===== src/rtl/msk_pkg.sv =====
// Shared widths, state encoding and accumulator sizing for the MSK receive path.
package msk_pkg;

  localparam int unsigned SPB_DEF = 8;
  localparam int unsigned SW_DEF  = 4;

  // A window holds 2*spb samples; one sign bit plus headroom for that many sums.
  function automatic int unsigned acc_w(input int unsigned sw, input int unsigned spb);
    return sw + $clog2(2 * spb) + 1;
  endfunction

  localparam int unsigned ACC_W_DEF = acc_w(SW_DEF, SPB_DEF);

  typedef logic signed [SW_DEF-1:0]    sample_t;
  typedef logic signed [ACC_W_DEF-1:0] acc_t;

  // IDLE: waiting for start; PRIME: first SPB samples, only I integrating;
  // RUN: both channels integrating, windows closing alternately.
  typedef enum logic [1:0] {
    ST_IDLE  = 2'd0,
    ST_PRIME = 2'd1,
    ST_RUN   = 2'd2
  } state_t;

endpackage


===== src/rtl/msk_integrator.sv =====
// Integrate-and-dump for one channel. The decision is combinational on the
// closing sample so the top can register it with a single cycle of latency.
module msk_integrator
  import msk_pkg::*;
#(
  parameter int unsigned SW    = SW_DEF,
  parameter int unsigned ACC_W = ACC_W_DEF
) (
  input  logic                 clk,
  input  logic                 reset,
  input  logic                 en,
  input  logic                 clr,
  input  logic                 dump,
  input  logic signed [SW-1:0] sample,
  output logic                 decision,
  output logic                 dump_valid
);

  logic signed [ACC_W-1:0] acc;
  logic signed [ACC_W-1:0] sample_ext;
  logic signed [ACC_W-1:0] sum;

  // Running integral including the current sample.
  always_comb begin
    sample_ext = {{(ACC_W - SW){sample[SW-1]}}, sample};
    sum        = acc + sample_ext;
    decision   = ~sum[ACC_W-1];
    dump_valid = en & dump & ~clr;
  end

  // Accumulate accepted samples; a dump reloads zero so the next window starts clean.
  always_ff @(posedge clk or negedge reset) begin
    if (!reset) begin
      acc <= '0;
    end else if (clr) begin
      acc <= '0;
    end else if (en) begin
      acc <= dump ? '0 : sum;
    end
  end

endmodule


===== src/rtl/msk_demodulator.sv =====
// MSK demodulator: aligns I/Q symbol windows on i_start, integrates each
// channel over 2*SPB samples (Q offset by SPB) and presents one decided bit
// per SPB samples on a valid/ready output with a sticky overrun flag.
module msk_demodulator
  import msk_pkg::*;
#(
  parameter int unsigned SPB = SPB_DEF,
  parameter int unsigned SW  = SW_DEF
) (
  input  logic                 clk,
  input  logic                 reset,
  input  logic                 i_start,
  input  logic                 i_valid,
  input  logic signed [SW-1:0] i_sinI,
  input  logic signed [SW-1:0] i_sinQ,
  output logic                 o_valid,
  output logic                 o_data,
  input  logic                 i_ready,
  output logic                 o_busy,
  output logic                 o_overrun
);

  localparam int unsigned ACC_W = acc_w(SW, SPB);
  localparam int unsigned PH_W  = (SPB > 1) ? $clog2(SPB) : 1;
  localparam logic [PH_W-1:0] PH_LAST = PH_W'(SPB - 1);

  state_t          state;
  logic [PH_W-1:0] phase;
  logic            sel_q;     // 0: next closing window is I, 1: Q
  logic            accept;
  logic            wrap;
  logic            in_run;
  logic            en_i, en_q, dump_i, dump_q;
  logic            dec_i, dec_q, dv_i, dv_q;
  logic            new_bit, new_data;

  // Sample qualification and window-close decode.
  always_comb begin
    o_busy   = (state != ST_IDLE);
    accept   = i_valid & o_busy & ~i_start;
    wrap     = accept & (phase == PH_LAST);
    in_run   = (state == ST_RUN);
    en_i     = accept;
    en_q     = accept & in_run;
    dump_i   = wrap & in_run & ~sel_q;
    dump_q   = wrap & in_run & sel_q;
    new_bit  = dv_i | dv_q;
    new_data = dv_i ? dec_i : dec_q;
  end

  // Window sequencing: the first SPB samples only prime I; after that every
  // phase wrap closes a window, alternating I and Q.
  always_ff @(posedge clk or negedge reset) begin
    if (!reset) begin
      state <= ST_IDLE;
      phase <= '0;
      sel_q <= 1'b0;
    end else if (i_start) begin
      state <= ST_PRIME;
      phase <= '0;
      sel_q <= 1'b0;
    end else if (accept) begin
      phase <= wrap ? '0 : phase + PH_W'(1);
      if (wrap) begin
        if (state == ST_PRIME) begin
          state <= ST_RUN;
        end else begin
          sel_q <= ~sel_q;
        end
      end
    end
  end

  // Output register with handshake; a new decision always replaces the held bit.
  always_ff @(posedge clk or negedge reset) begin
    if (!reset) begin
      o_valid   <= 1'b0;
      o_data    <= 1'b0;
      o_overrun <= 1'b0;
    end else if (i_start) begin
      o_valid   <= 1'b0;
      o_overrun <= 1'b0;
    end else if (new_bit) begin
      o_valid <= 1'b1;
      o_data  <= new_data;
      if (o_valid && !i_ready) begin
        o_overrun <= 1'b1;
      end
    end else if (o_valid && i_ready) begin
      o_valid <= 1'b0;
    end
  end

  msk_integrator #(
    .SW    (SW),
    .ACC_W (ACC_W)
  ) u_int_i (
    .clk        (clk),
    .reset      (reset),
    .en         (en_i),
    .clr        (i_start),
    .dump       (dump_i),
    .sample     (i_sinI),
    .decision   (dec_i),
    .dump_valid (dv_i)
  );

  msk_integrator #(
    .SW    (SW),
    .ACC_W (ACC_W)
  ) u_int_q (
    .clk        (clk),
    .reset      (reset),
    .en         (en_q),
    .clr        (i_start),
    .dump       (dump_q),
    .sample     (i_sinQ),
    .decision   (dec_q),
    .dump_valid (dv_q)
  );

endmodule


===== config.mk =====
export PLATFORM = sky130hd
export DESIGN_NAME = msk_demodulator
export DESIGN_NICKNAME = d
export VERILOG_FILES = /design/src/rtl/msk_pkg.sv /design/src/rtl/msk_integrator.sv /design/src/rtl/msk_demodulator.sv
export SDC_FILE = /design/constraint.sdc
export NUM_CORES = 1
export LEC_CHECK = 0
export ABC_AREA = 1
export BUFFER_PORTS_ARGS = -buffer_cell sky130_fd_sc_hd__buf_2
export CAP_MARGIN = 20
export CORE_MARGIN = 2
export CORE_UTILIZATION = 50
export DETAILED_ROUTE_END_ITERATION = 10
export GPL_ROUTABILITY_DRIVEN = 0
export PLACE_DENSITY = 0.79
export SLEW_MARGIN = 0
export SYNTH_ARGS = -nofsm -noshare
export SYNTH_HDL_FRONTEND = slang
export SYNTH_SLANG_ARGS = --single-unit

===== constraint.sdc =====
create_clock -name clk -period 2.41 [get_ports clk]
set_input_delay 0.482 -clock clk [delete_from_list [all_inputs] [get_ports clk]]
set_output_delay 0.482 -clock clk [all_outputs]
set_load 0.01 [all_outputs]

# Yosys cells after proc, flatten, opt, wreduce, memory -nomap -nowiden

Cells that the tools add are included.

Bits in registers: 27
Bits of input ports: 13
Output and inout port bits: 4

Add/sub/neg operators: 3
Equal/unequal tests: 4
Muxes and demuxes: 24
Bitwise gates (word level): 16
Reduce and logical (&&, ||, !) cells: 15

Operator list:

| cell                                           | number |
|---|---|
| two-way mux 9 bit                              | 6 |
| adder 9 x 4 -> 9 bit                           | 2 |
| nonzero test 2 bit                             | 7 |
| AND 1 bit                                      | 11 |
| two-way mux 1 bit                              | 11 |
| two-way mux 3 bit                              | 3 |
| two-way mux 2 bit                              | 4 |
| AND reduction 3 bit                            | 2 |
| inverter 1 bit                                 | 4 |
| AND reduction 2 bit                            | 2 |
| adder 3 x 1 -> 3 bit (second input constant)   | 1 |
| == test 3 bit (second input constant)          | 1 |
| nonzero test 3 bit                             | 1 |
| == test 2 x 1 -> 1 bit (second input constant) | 1 |
| == test 2 bit (second input constant)          | 1 |
| logical AND 1 bit                              | 2 |
| inequality test 2 bit (second input constant)  | 1 |
| zero test 1 bit                                | 1 |
| bitwise OR 1 bit                               | 1 |

# Logic depth before layout (Yosys ltp)

Gate-level depths: netlist of the first run.

Depth after elaboration: 11
Depth in mapped cells: 12
Gate-level depth less buffers: 12

# Cells and area by module

From an unflattened synthesis of the first run, not the netlist that was laid out.

Cells, all modules: 258
Area, all modules: 1,991.9 sq um

By module, submodules not included:

| module          | instances | cells each | area an instance (sq um) | seq. area each (sq um) |
|---|---|---|---|---|
| msk_integrator  | 2         | 102        | 753.2                    | 225.2 |
| msk_demodulator | 1         | 54         | 485.5                    | 225.2 |

# Least setup slack after synthesis of the first run

No wires, ideal clock.

Kind: input to register
From: input i_sinQ[0]
To: register o_data
Library setup time: 0.124 ns
Data arrival time: 1.589 ns
Data required time: 2.286 ns
Setup slack: 0.697 ns
Stages: 11
Buffers on the path: 0
Path through: ha_1 inv_1 fa_1 inv_1 nand3_1 nand2_1 nand2_1 nand2_1 nand2_1 nand3_1 nand3_1

Word-level cells in the longest chain between the ends: 3

RTL lines:

| item                   | RTL line              | text |
|---|---|---|
| start: declaration     | msk_demodulator.sv:15 | `input logic signed [SW-1:0] i_sinQ,` |
| adder 9 x 4 -> 9 bit   | msk_integrator.sv:26  | `sum = acc + sample_ext;` |
| inverter 1 bit         | msk_integrator.sv:27  | `decision = ~sum[ACC_W-1];` |
| two-way mux 1 bit      | msk_demodulator.sv:48 | `new_data = dv_i ? dec_i : dec_q;` |
| end signal: assignment | msk_demodulator.sv:85 | `o_data <= new_data;` |
| end: declaration       | msk_demodulator.sv:17 | `output logic o_data,` |

No other way between the ends.
A chain may end at the register's enable or synchronous reset.

# Worst setup path after layout of the first run

From: register u_int_q.acc[0]
To: register u_int_q.acc[8]

Word-level cells in the longest chain between the ends: 4

RTL lines:

| item                     | RTL line             | text |
|---|---|---|
| start: declaration       | msk_integrator.sv:19 | `logic signed [ACC_W-1:0] acc;` |
| start signal: assignment | msk_integrator.sv:38 | `acc <= dump ? '0 : sum;` |
| adder 9 x 4 -> 9 bit     | msk_integrator.sv:26 |  |
| two-way mux 9 bit        | msk_integrator.sv:38 |  |
| two-way mux 9 bit        | msk_integrator.sv:37 | `end else if (en) begin` |
| two-way mux 9 bit        | msk_integrator.sv:35 | `end else if (clr) begin` |

No other way between the ends. The select of a mux whose other input is x is not followed.

==> out/metrics.yaml, run 1 <==
critical_path:
  slowest_delay_ps: 390
  worst-path-buf-inv: 2
  cp.arrival_ps: 1900
  worstSetupStartpoint: "u_int_q.acc[0]"
  cpLargestDelayFamily: "adder cells"
  start_kind: "flip-flop"
  cp.depth: 11
  critPathMostFrequentCell: "nand2_1"
  cp_slowest_cell: "fa_1"
  critPathKind: "flip-flop to flip-flop"
  r2r_start: "u_int_q.acc[0]"
  rr_worst_depth: 11
  cp.required_ps: 2590
  cp-end-kind: "flip-flop"
  path_cells: "ha_1, inv_1, fa_1, inv_1, nand3_1, nand2_1, nand2_1, nand3b_1, nand2_1, nand2_1, nand2_1"
  critPathMaxFanout: 3
grt:
  grt_pass1_vias: 1622
  grt_antenna_before_repair: 0
  grt_pass1_wl_mm: 6.89
  grt_usage_pct: 20.1
  grt_max_degree: 28
  grt_overflow: 0
placement:
  port-buffer-count: 16
  hpwl_mm: 2.99
  dpl_cell_area_um2: 2070
  place_ws_ps: 470
  placed_cells: 318
cts:
  htree_levels: 1
  cts_hold_buf: 0
  path_clk_slew_ps: 100
  cts_setup_buffers: 0
  ctsRootBufferMaster: "clkbuf_8"
  clk_latency_ps: 280
  ctsResizeCount: 0
  cts_tree: "done"
  cts_buffer_depth: 2
  cts_made_buffers: 3
  clock-sinks: 27
finish:
  fin_area_um2: 2120
  fillers: 348
  ff_latch_area_um2: 676
  area_growth_pct: 9.20
  multi_input_area_um2: 1110
  n_antenna_cell: 0
  fin_cells: 322
  final_nets: 308
  drive_gt1_share_pct: 14.6
  layout_commonest_cell: "nand2_1"
  final_cell_mix: "nand2_1 (80), inv_1 (32), dfrtp_1 (27), nand3_1 (19), ha_1 (18)"
  fin_util_pct: 57.6
flow_run:
  drv_cap: 0
floorplanning:
  placeableCoreArea_um2: 3690
  die_h_um: 66.4
  start_util_pct: 52.7
  rows: 22
  die_area_um2: 4400
  die_w_um: 66.4
  pin_count: 17
routing:
  wl_met1_mm: 1.86
  first_pass_iters: 4
  via_count: 1680
  routedWlPerCell_um: 11.9
  drtAntennaViolNets: 0
  drc_errors: 0
  drt-total-wl_mm: 3.84
  met2_length_mm: 1.82
  vias_per_cell: 5.22
  wl_met3_um: 121
  drtIter0Drc: 49
  top_layer: "met4"
timing:
  timing.final.hold_violations: 0
  worst_slack_ps: 693
  setup_tns_ps: 0
  min_period_ps: 1720
  slew_headroom_pct: 59.5
  drv_slew: 0
  fin_worst_skew_ps: 4.50
  max_freq_mhz: 582
  whs_ps: 198
  period_share_pct: 71.3
  setup-violations-final: 0
  worst_pin_slew_ps: 608
  rsz0062_at_grt: "no"
power_and_ir_drop:
  p_total_mw: 1.02
  power_density_nw_per_um2: 479
  ir_worst_vdd_mv: 0.242
  leakagePower_nw: 1.21
yosys:
  synth_cell_types: 31
  yosysWarnings: 0
  synth_compound_gate_area_share_pct: 8.82
  netlist_instances: 256
  synth_simple_gate_area_share_pct: 31.9
  synth_fa_ha_area_share_pct: 13.6
  ys_ff_latch: 27
  syn-cell-area_um2: 1940
  synth_mux_area_share_pct: 0
  avgSynthCellArea_um2: 7.60
  synth-xor-area-share_pct: 2.70
  yosysSeqAreaShare_pct: 34.7
  synth_top_family_by_area: "simple AND/OR/NAND/NOR gates"
  synth_fp_nets: 289
hold_path:
  hp-class: "input port to asynchronous set/reset pin"
outcome:
  status: "finished clean"
cells in the mapped netlist, drive strengths merged:
cell type,n,area share [%]
nand3b,4,1.5
a22o,1,0.45
dfrtp,27,35
o21ai,11,3.0
o31ai,1,0.39
o22ai,2,0.64
o21bai,2,0.77
nor3,1,0.84
xnor2,3,1.4
nand2,86,18
nand4,8,2.6
buf,2,0.51
nand3,23,6.9
xor2,3,1.4
nor2,9,1.7
o21a,1,0.39
clkinv,1,0.19
ha,18,12
a21oi,10,2.6
a41o,1,0.58
inv,38,7.5
or2,2,0.64
fa,2,2.1
path summary, 6_finish.rpt:
check	to	slack (ps)
worst max-delay path	u_int_q.acc[8]	690
worst min-delay path	u_int_q.acc[7]	200
worst max register to register	u_int_q.acc[8]	690
worst min register to register	u_int_q.acc[6]	490
max in group asynchronous	u_int_i.acc[2]	1810
min in group clk	o_valid	470
per-layer routing:
layer  GRT usage [%]  vias up
li1                -      865
met1            25.9      787
met2            35.3       24
met3            2.56        4
met4            5.36        0
met5               0        -
cell families after synthesis:
| group | Yosys count |
|---|---|
| compound gates | 29 |
| xor+xnor | 6 |
| simple gates | 133 |
| flops | 27 |
| buf+inv | 41 |
| fa+ha+maj | 20 |
worst register-to-register path, cell delays in order, from the launching register on:
cell	delay, ps
dfrtp_1	380
ha_1	200
inv_1	60
fa_1	390
inv_1	90
nand3_1	60
nand2_1	110
nand2_1	70
nand3b_1	100
nand2_1	60
nand2_1	50
nand2_1	40
final cells by class:
type	count	share of cell area, %
multi-input cells	188	52.3
flip-flops and latches	27	31.8
inverters	39	7.01
repair buffers	16	3.77
well taps	48	2.83
clock buffers	3	1.94
clock inverters	1	0.354
power breakdown:
part	total [mW]	switching, mW	internal (mW)
registers	0.496	0.0175	0.478
logic	0.252	0.156	0.0960
clock network	0.270	0.152	0.118
total	1.02	0.326	0.692
sequential cells by signal, indices dropped and copies added (netlist names):
| register | flops |
|---|---|
| o_overrun | 1 |
| o_data | 1 |
| u_int_q.acc | 9 |
| sel_q | 1 |
| phase | 3 |
| o_valid | 1 |
| state | 2 |
| u_int_i.acc | 9 |
(Power assumes the default switching activity.)
==> inputs of run 2 (changes only) <==
Clock period 2.41 ns to 1.67 ns, I/O delays scaled along.
==> run 2 against run 1 <==
Power is 47% higher. Die area stayed put. Sequential share of layout area is 1.9 points lower. Clock skew is 0.63 ps lower. Maximum frequency is 3.5% higher. Largest power group unchanged. Global-route usage is 0.10 points lower. Clock power is 40% higher. Worst setup slack worse by 680 ps. Critical endpoint unchanged.
==> out/metrics.yaml, run 2 (same netlist as run 1, synthesis figures left out) <==
critical_path:
  path_cells: "ha_2, inv_2, fa_2, inv_2, nand3_2, nand2_2, nand2_2, nand3b_1, nand2_1, nand2_1, nand2_1"
  cp_slowest_cell: "fa_2"
  cp-end-kind: "flip-flop"
  worstSetupStartpoint: "u_int_q.acc[0]"
  critPathMaxFanout: 2  # -1
  critPathKind: "flip-flop to flip-flop"
  start_kind: "flip-flop"
  worst-path-buf-inv: 2  # unchanged
  slowest_delay_ps: 390  # about the same
  r2r_start: "u_int_q.acc[0]"
  cp.arrival_ps: 1830  # -70 ps
  cp.required_ps: 1840  # -750 ps
  cpLargestDelayFamily: "adder cells"
  critPathMostFrequentCell: "nand2_1"
floorplanning:
  rows: 22  # unchanged
  start_util_pct: 52.7  # unchanged
  die_area_um2: 4400  # unchanged
  pin_count: 17  # unchanged
  placeableCoreArea_um2: 3690  # unchanged
  die_h_um: 66.4  # unchanged
  die_w_um: 66.4  # unchanged
cts:
  path_clk_slew_ps: 90  # about the same
  htree_levels: 1  # unchanged
  clock-sinks: 27  # unchanged
  clk_latency_ps: 270  # about the same
  cts_buffer_depth: 2  # unchanged
  cts_tree: "done"
  cts_made_buffers: 3  # unchanged
  ctsRootBufferMaster: "clkbuf_8"
timing:
  rsz0062_at_grt: "yes"
  worst_pin_slew_ps: 616  # +8.15 ps
  fin_worst_skew_ps: 3.87  # -0.631 ps
  drv_slew: 0  # unchanged
  whs_ps: 58.4  # -139 ps
  max_freq_mhz: 603  # +3.5%
  timing.final.hold_violations: 0  # unchanged
  slew_headroom_pct: 58.9  # -0.54 points
  min_period_ps: 1660  # -58.9 ps
  setup-violations-final: 0  # unchanged
  period_share_pct: 99.3  # +28 points
power_and_ir_drop:
  leakagePower_nw: 1.26  # +4.0%
  clkPwrFrac_pct: 25.2  # -1.3 points
  power_density_nw_per_um2: 665  # +39%
  power_switching_share_pct: 31.6  # -0.40 points
  ir_worst_vdd_mv: 0.398  # +64%
  p_int_mw: 1.03  # +48%
  p_total_mw: 1.50  # +47%
  switchingPower_uw: 474  # +45%
  combinationalPowerShare_pct: 27.1  # +2.3 points
  power_frac_seq_pct: 47.7  # -1.0 points
routing:
  drt-total-wl_mm: 3.90  # +1.6%
  routedWlPerCell_um: 11.8  # -1.4%
  drc_errors: 0  # unchanged
  drtIter0Drc: 76  # +55%
  vias_per_cell: 5.21  # -0.13%
  via_count: 1730  # +3.0%
  drtAntennaViolNets: 0  # unchanged
  first_pass_iters: 4  # unchanged
finish:
  n_antenna_cell: 0  # unchanged
  area_growth_pct: 16.0
  top_regs: "u_int_i.acc (9), u_int_q.acc (9), phase (3)"
  layout_commonest_cell: "nand2_1"
  drive_gt1_share_pct: 23.9  # +9.3 points
  final_nets: 318  # +3.2%
  final_cell_mix: "nand2_1 (74), inv_1 (28), dfrtp_1 (27), ha_1 (16), buf_2 (16)"
grt:
  grt_pass1_wl_mm: 6.91  # +0.29%
  grt_max_degree: 28  # unchanged
  grt_overflow: 0  # unchanged
  grt_antenna_before_repair: 0  # unchanged
  grt_usage_pct: 20.0  # -0.10 points
  grt_pass1_vias: 1637  # +0.92%
flow_run:
  drv_cap: 0  # unchanged
hold_path:
  hp-class: "input port to asynchronous set/reset pin"
placement:
  port-buffer-count: 16  # unchanged
  hpwl_mm: 2.90  # -2.9%
outcome:
  status: "finished clean"
run 2: cell types whose count changed in the layout (fill, tap and decap cells not counted), sizes merged:
cell,change
buf,+10
clkbuf,+1
clkinvlp,-1
run 2: what timing repair did:
item	in CTS	in global routing
buffers inserted	0	3
endpoints found under the setup margin	3	8
gates resized for setup	4	17
pin swaps	0	10
hold buffers	0	0
run 2: per-layer routing:
metal | vias up | track usage [%] | part of all wire [%] | wire, um
met2 | 40 | 34.0 | 49 | 1900
met4 | 0 | 4.08 | 0.49 | 19
met5 | - | 0 | 0 | 0
li1 | 887 | - | - | -
met3 | 3 | 2.73 | 3.9 | 151
met1 | 800 | 27.2 | 47 | 1830
run 2: path summary, 6_finish.rpt:
path	endpoint	slack, ps	cells past startpoint
setup / recovery	u_int_q.acc[8]	10	11
hold reg to reg	u_int_q.acc[4]	490	2
setup reg to reg	u_int_q.acc[8]	10	11
min in group clk	o_valid	330	3
hold / removal	u_int_q.acc[7]	60	1
max in group asynchronous	phase[0]	1210	1
run 2: stage by stage:
step | instances | area, um2 | setup WS (ps) | setup TNS [ps] | utilization, %
6_report | 332 | 2250 | 11.6 | 0 | 61.1
5_1_grt | 332 | 2250 | -75.9 | -280 | 61.1
4_1_cts | 329 | 2180 | 39.2 | 0 | 59.2
3_5_place_dp | 325 | 2130 | -91.3 | -306 | 57.7
3_3_place_gp | 325 | 2130 | -21.6 | -32.4 | 57.7
2_1_floorplan | 256 | 1940 | 105 | 0 | -
run 2: cell type report:
type                            instances  area [um2]
Clock buffer                            4        45.0
Fill cell                             350        1430
Inverter                               39         149
Multi-Input combinational cell        188        1170
Sequential cell                        27         676
Tap cell                               48        60.1
Timing Repair Buffer                   26         159
run 2: worst register-to-register path, delay by kind of cell (launching register included):
kind | cells | cell delay, ps
DFF | 1 | 360
buffers and inverters | 2 | 120
and+or+nand+nor | 7 | 480
adders and majority gates | 2 | 590
run 2: power by group through the flow:
| stage | clock [mW] | sequential, mW | combinational, mW |
|---|---|---|---|
| floorplan | 0 | 0.722 | 0.273 |
| global placement | 0 | 0.726 | 0.368 |
| detailed placement | 0 | 0.727 | 0.378 |
| CTS | 0.387 | 0.715 | 0.384 |
| global route | 0.412 | 0.720 | 0.468 |
| finish | 0.377 | 0.715 | 0.407 |
==> inputs of run 3 (changes only) <==
Settings changed: SYNTH_HIERARCHICAL set to 1.
Clock period 1.67 ns to 1.95 ns, I/O delays scaled along.
==> run 3 against run 2 <==
First-iteration DRC count decreased by 6.6%. Clock power decreased by 16%. Final cell count fell by 1.5%. Power down 25%. Non-clock buffer count is 9 lower. Clock-buffer cell count unchanged. Sequential share of layout area grew 0.73 points. Maximum frequency decreased by 8.3%. Synthesized area grew 2.4%. Via count fell by 2.8%. Largest cell class unchanged.
==> out/metrics.yaml, run 3 <==
hold_path:
  hp-class: "input port to asynchronous set/reset pin"
yosys:
  ys_top_cells_by_count: "nand2_1 (86), inv_1 (31), dfrtp_1 (27)"
  synth_fp_nets: 291  # +0.69%
  ys_ff_latch: 27  # unchanged
  synth_top_area_share_pct: 33.9  # -0.83 points
  synth_edf_count: 0  # unchanged
  yosysWarnings: 6  # +6
  netlist_instances: 258  # +0.78%
  synth_cell_types: 23  # -26%
  yosysTopAreaCell: "dfrtp_1"
  syn-cell-area_um2: 1990  # +2.4%
  synth_flop_cell: "dfrtp_1"
  yosysMostFrequentCell: "nand2_1"
  ys_top_cells_by_area: "dfrtp_1 (34%), nand2_1 (16%), ha_1 (11%), nand3_1 (6.0%), inv_1 (5.8%)"
  avgSynthCellArea_um2: 7.72  # +1.7%
  yosysSeqAreaShare_pct: 33.9  # -0.83 points
  async_reset_ff_share_pct: 100  # unchanged
routing:
  vias_per_cell: 5.14  # -1.3%
  drc_errors: 0  # unchanged
  drtAntennaViolNets: 0  # unchanged
  drt-total-wl_mm: 3.70  # -5.4%
  routedWlPerCell_um: 11.3  # -3.9%
  drtIter0Drc: 71  # -6.6%
  via_count: 1681  # -2.8%
  first_pass_iters: 4  # unchanged
grt:
  grt_antenna_before_repair: 0  # unchanged
  grt_max_degree: 28  # unchanged
  grt_pass1_wl_mm: 6.63  # -4.0%
  grt_pass1_vias: 1569  # -4.2%
  grt_usage_pct: 19.1  # -0.91 points
  grt_overflow: 0  # unchanged
floorplanning:
  die_area_um2: 4500  # +2.3%
  die_w_um: 67.1  # +1.1%
  placeableCoreArea_um2: 3740  # +1.5%
  start_util_pct: 53.2  # +0.49 points
  rows: 22  # unchanged
  die_h_um: 67.1  # +1.1%
  pin_count: 17  # unchanged
placement:
  port-buffer-count: 16  # unchanged
  hpwl_mm: 2.83  # -2.3%
  placed_cells: 323  # -0.62%
timing:
  drv_slew: 0  # unchanged
  setup_tns_ps: 0  # unchanged
  period_share_pct: 92.7  # -6.6 points
  min_period_ps: 1810  # +149 ps
  setup-violations-final: 0  # unchanged
  timing.final.hold_violations: 0  # unchanged
  fin_worst_skew_ps: 1.41  # -2.45 ps
  slew_headroom_pct: 58.6  # -0.32 points
  worst_pin_slew_ps: 621  # +4.74 ps
  max_freq_mhz: 553  # -8.3%
  rsz0062_at_grt: "no"
finish:
  drive_gt1_share_pct: 16.5  # -7.5 points
  n_antenna_cell: 0  # unchanged
  layout_commonest_cell: "nand2_1"
  final_cell_mix: "nand2_1 (86), inv_1 (31), dfrtp_1 (27), nand3_1 (24), ha_1 (18)"
  top_regs: "u_int_i/acc (9), u_int_q/acc (9), phase (3)"
  fin_util_pct: 58.8  # -2.3 points
  area_growth_pct: 10.5
  final_nets: 313  # -1.6%
  fin_cells: 327  # -1.5%
cts:
  clk_latency_ps: 270  # about the same
  cts_made_buffers: 3  # unchanged
  htree_levels: 1  # unchanged
  cts_buffer_depth: 2  # unchanged
  clock-sinks: 27  # unchanged
  path_clk_slew_ps: 90  # about the same
  cts_tree: "done"
  cts_hold_buf: 0  # unchanged
  ctsRootBufferMaster: "clkbuf_8"
critical_path:
  cp.arrival_ps: 2010  # +180 ps
  critPathMaxFanout: 4  # +2
  start_kind: "flip-flop"
  rr_worst_depth: 9  # -2
  cp-end-kind: "flip-flop"
  cp.required_ps: 2150  # +310 ps
  critPathKind: "flip-flop to flip-flop"
outcome:
  status: "finished clean"
flow_run:
  drv_cap: 0  # unchanged
power_and_ir_drop:
  power_density_nw_per_um2: 509  # -23%
  leakagePower_nw: 1.20  # -4.2%
  ir_worst_vdd_mv: 0.246  # -38%
==> run 3: cell count changes in the layout (fill, tap and decap cells not counted), moves of 6 or more <==
cell,before,now
inv_2,9,2
buf_4,9,1
nand2_1,74,86
nand3_2,8,2
nand2_2,11,3
nand3_1,15,24
==> run 3: power by group <==
part	internal (mW)	leakage (nW)	switching, mW
Combinational	0.0865	0.812	0.133
Clock	0.146	0.0228	0.168
Sequential	0.576	0.367	0.0113
==> run 3: stage by stage <==
step | total power, mW | hold slack, ps | setup WS, ps | instance area [um2]
after floorplan | 0.749 | 94.4 | 221 | 1990
after global placement | 0.810 | 447 | 68.8 | 2140
after detailed placement | 0.817 | 450 | 19.7 | 2140
after CTS | 1.14 | 141 | 33.5 | 2180
after global routing | 1.19 | 172 | 19.3 | 2200
final | 1.12 | 126 | 142 | 2200
==> run 3: area by class of cell <==
| type | count | area, um2 |
|---|---|---|
| Fill cell | 378 | 1540 |
| Multi-Input combinational cell | 198 | 1210 |
| Sequential cell | 27 | 676 |
| Inverter | 33 | 124 |
| Timing Repair Buffer | 17 | 87.6 |
| Tap cell | 48 | 60.1 |
| Clock buffer | 4 | 45.0 |
==> run 3: worst paths after layout <==
check,to,startpoint,slack (ps)
worst max register to register,o_data,phase[0],140
max in group asynchronous,phase[2],reset,1420
min in group clk,o_valid,i_ready,430
worst min-delay path,u_int_q/acc[1],reset,130
worst max-delay path,o_data,phase[0],140
worst min register to register,u_int_i/acc[7],u_int_i/acc[7],490
==> run 3: cells by family after synthesis <==
group / count (synthesis) / share of synthesized area, %
AO/OA/AOI/OAI: 24 / 8.17
XOR/XNOR: 4 / 1.76
adder cells (fa/ha/maj): 20 / 13.3
buffers and inverters: 33 / 6.22
flip-flops: 27 / 33.9
AND/OR/NAND/NOR: 150 / 36.6
==> run 3: repair_timing <==
| item | in CTS | in global routing |
|---|---|---|
| setup endpoints to repair | 0 | 3 |
| setup buffers | 0 | 0 |
| gates resized for setup | 0 | 4 |
==> run 3: routing by layer <==
layer	share of wire, %	wire [um]	vias to the layer above	global-route usage (%)
li1	-	-	886	-
met3	2.3	85	4	2.87
met2	49	1810	11	33.5
met4	0.87	32	0	5.36
met5	0	0	-	0
met1	48	1770	780	24.2
==> run 3: critical path: stages, from the launching register on <==
cell and delay [ps]:
dfrtp_1 390, ha_1 180, ha_1 220, nand3_1 160
nor3_4 250, nand2_1 130, nor2_4 150, nand2_1 60
o21a_1 110, o21ai_2 100
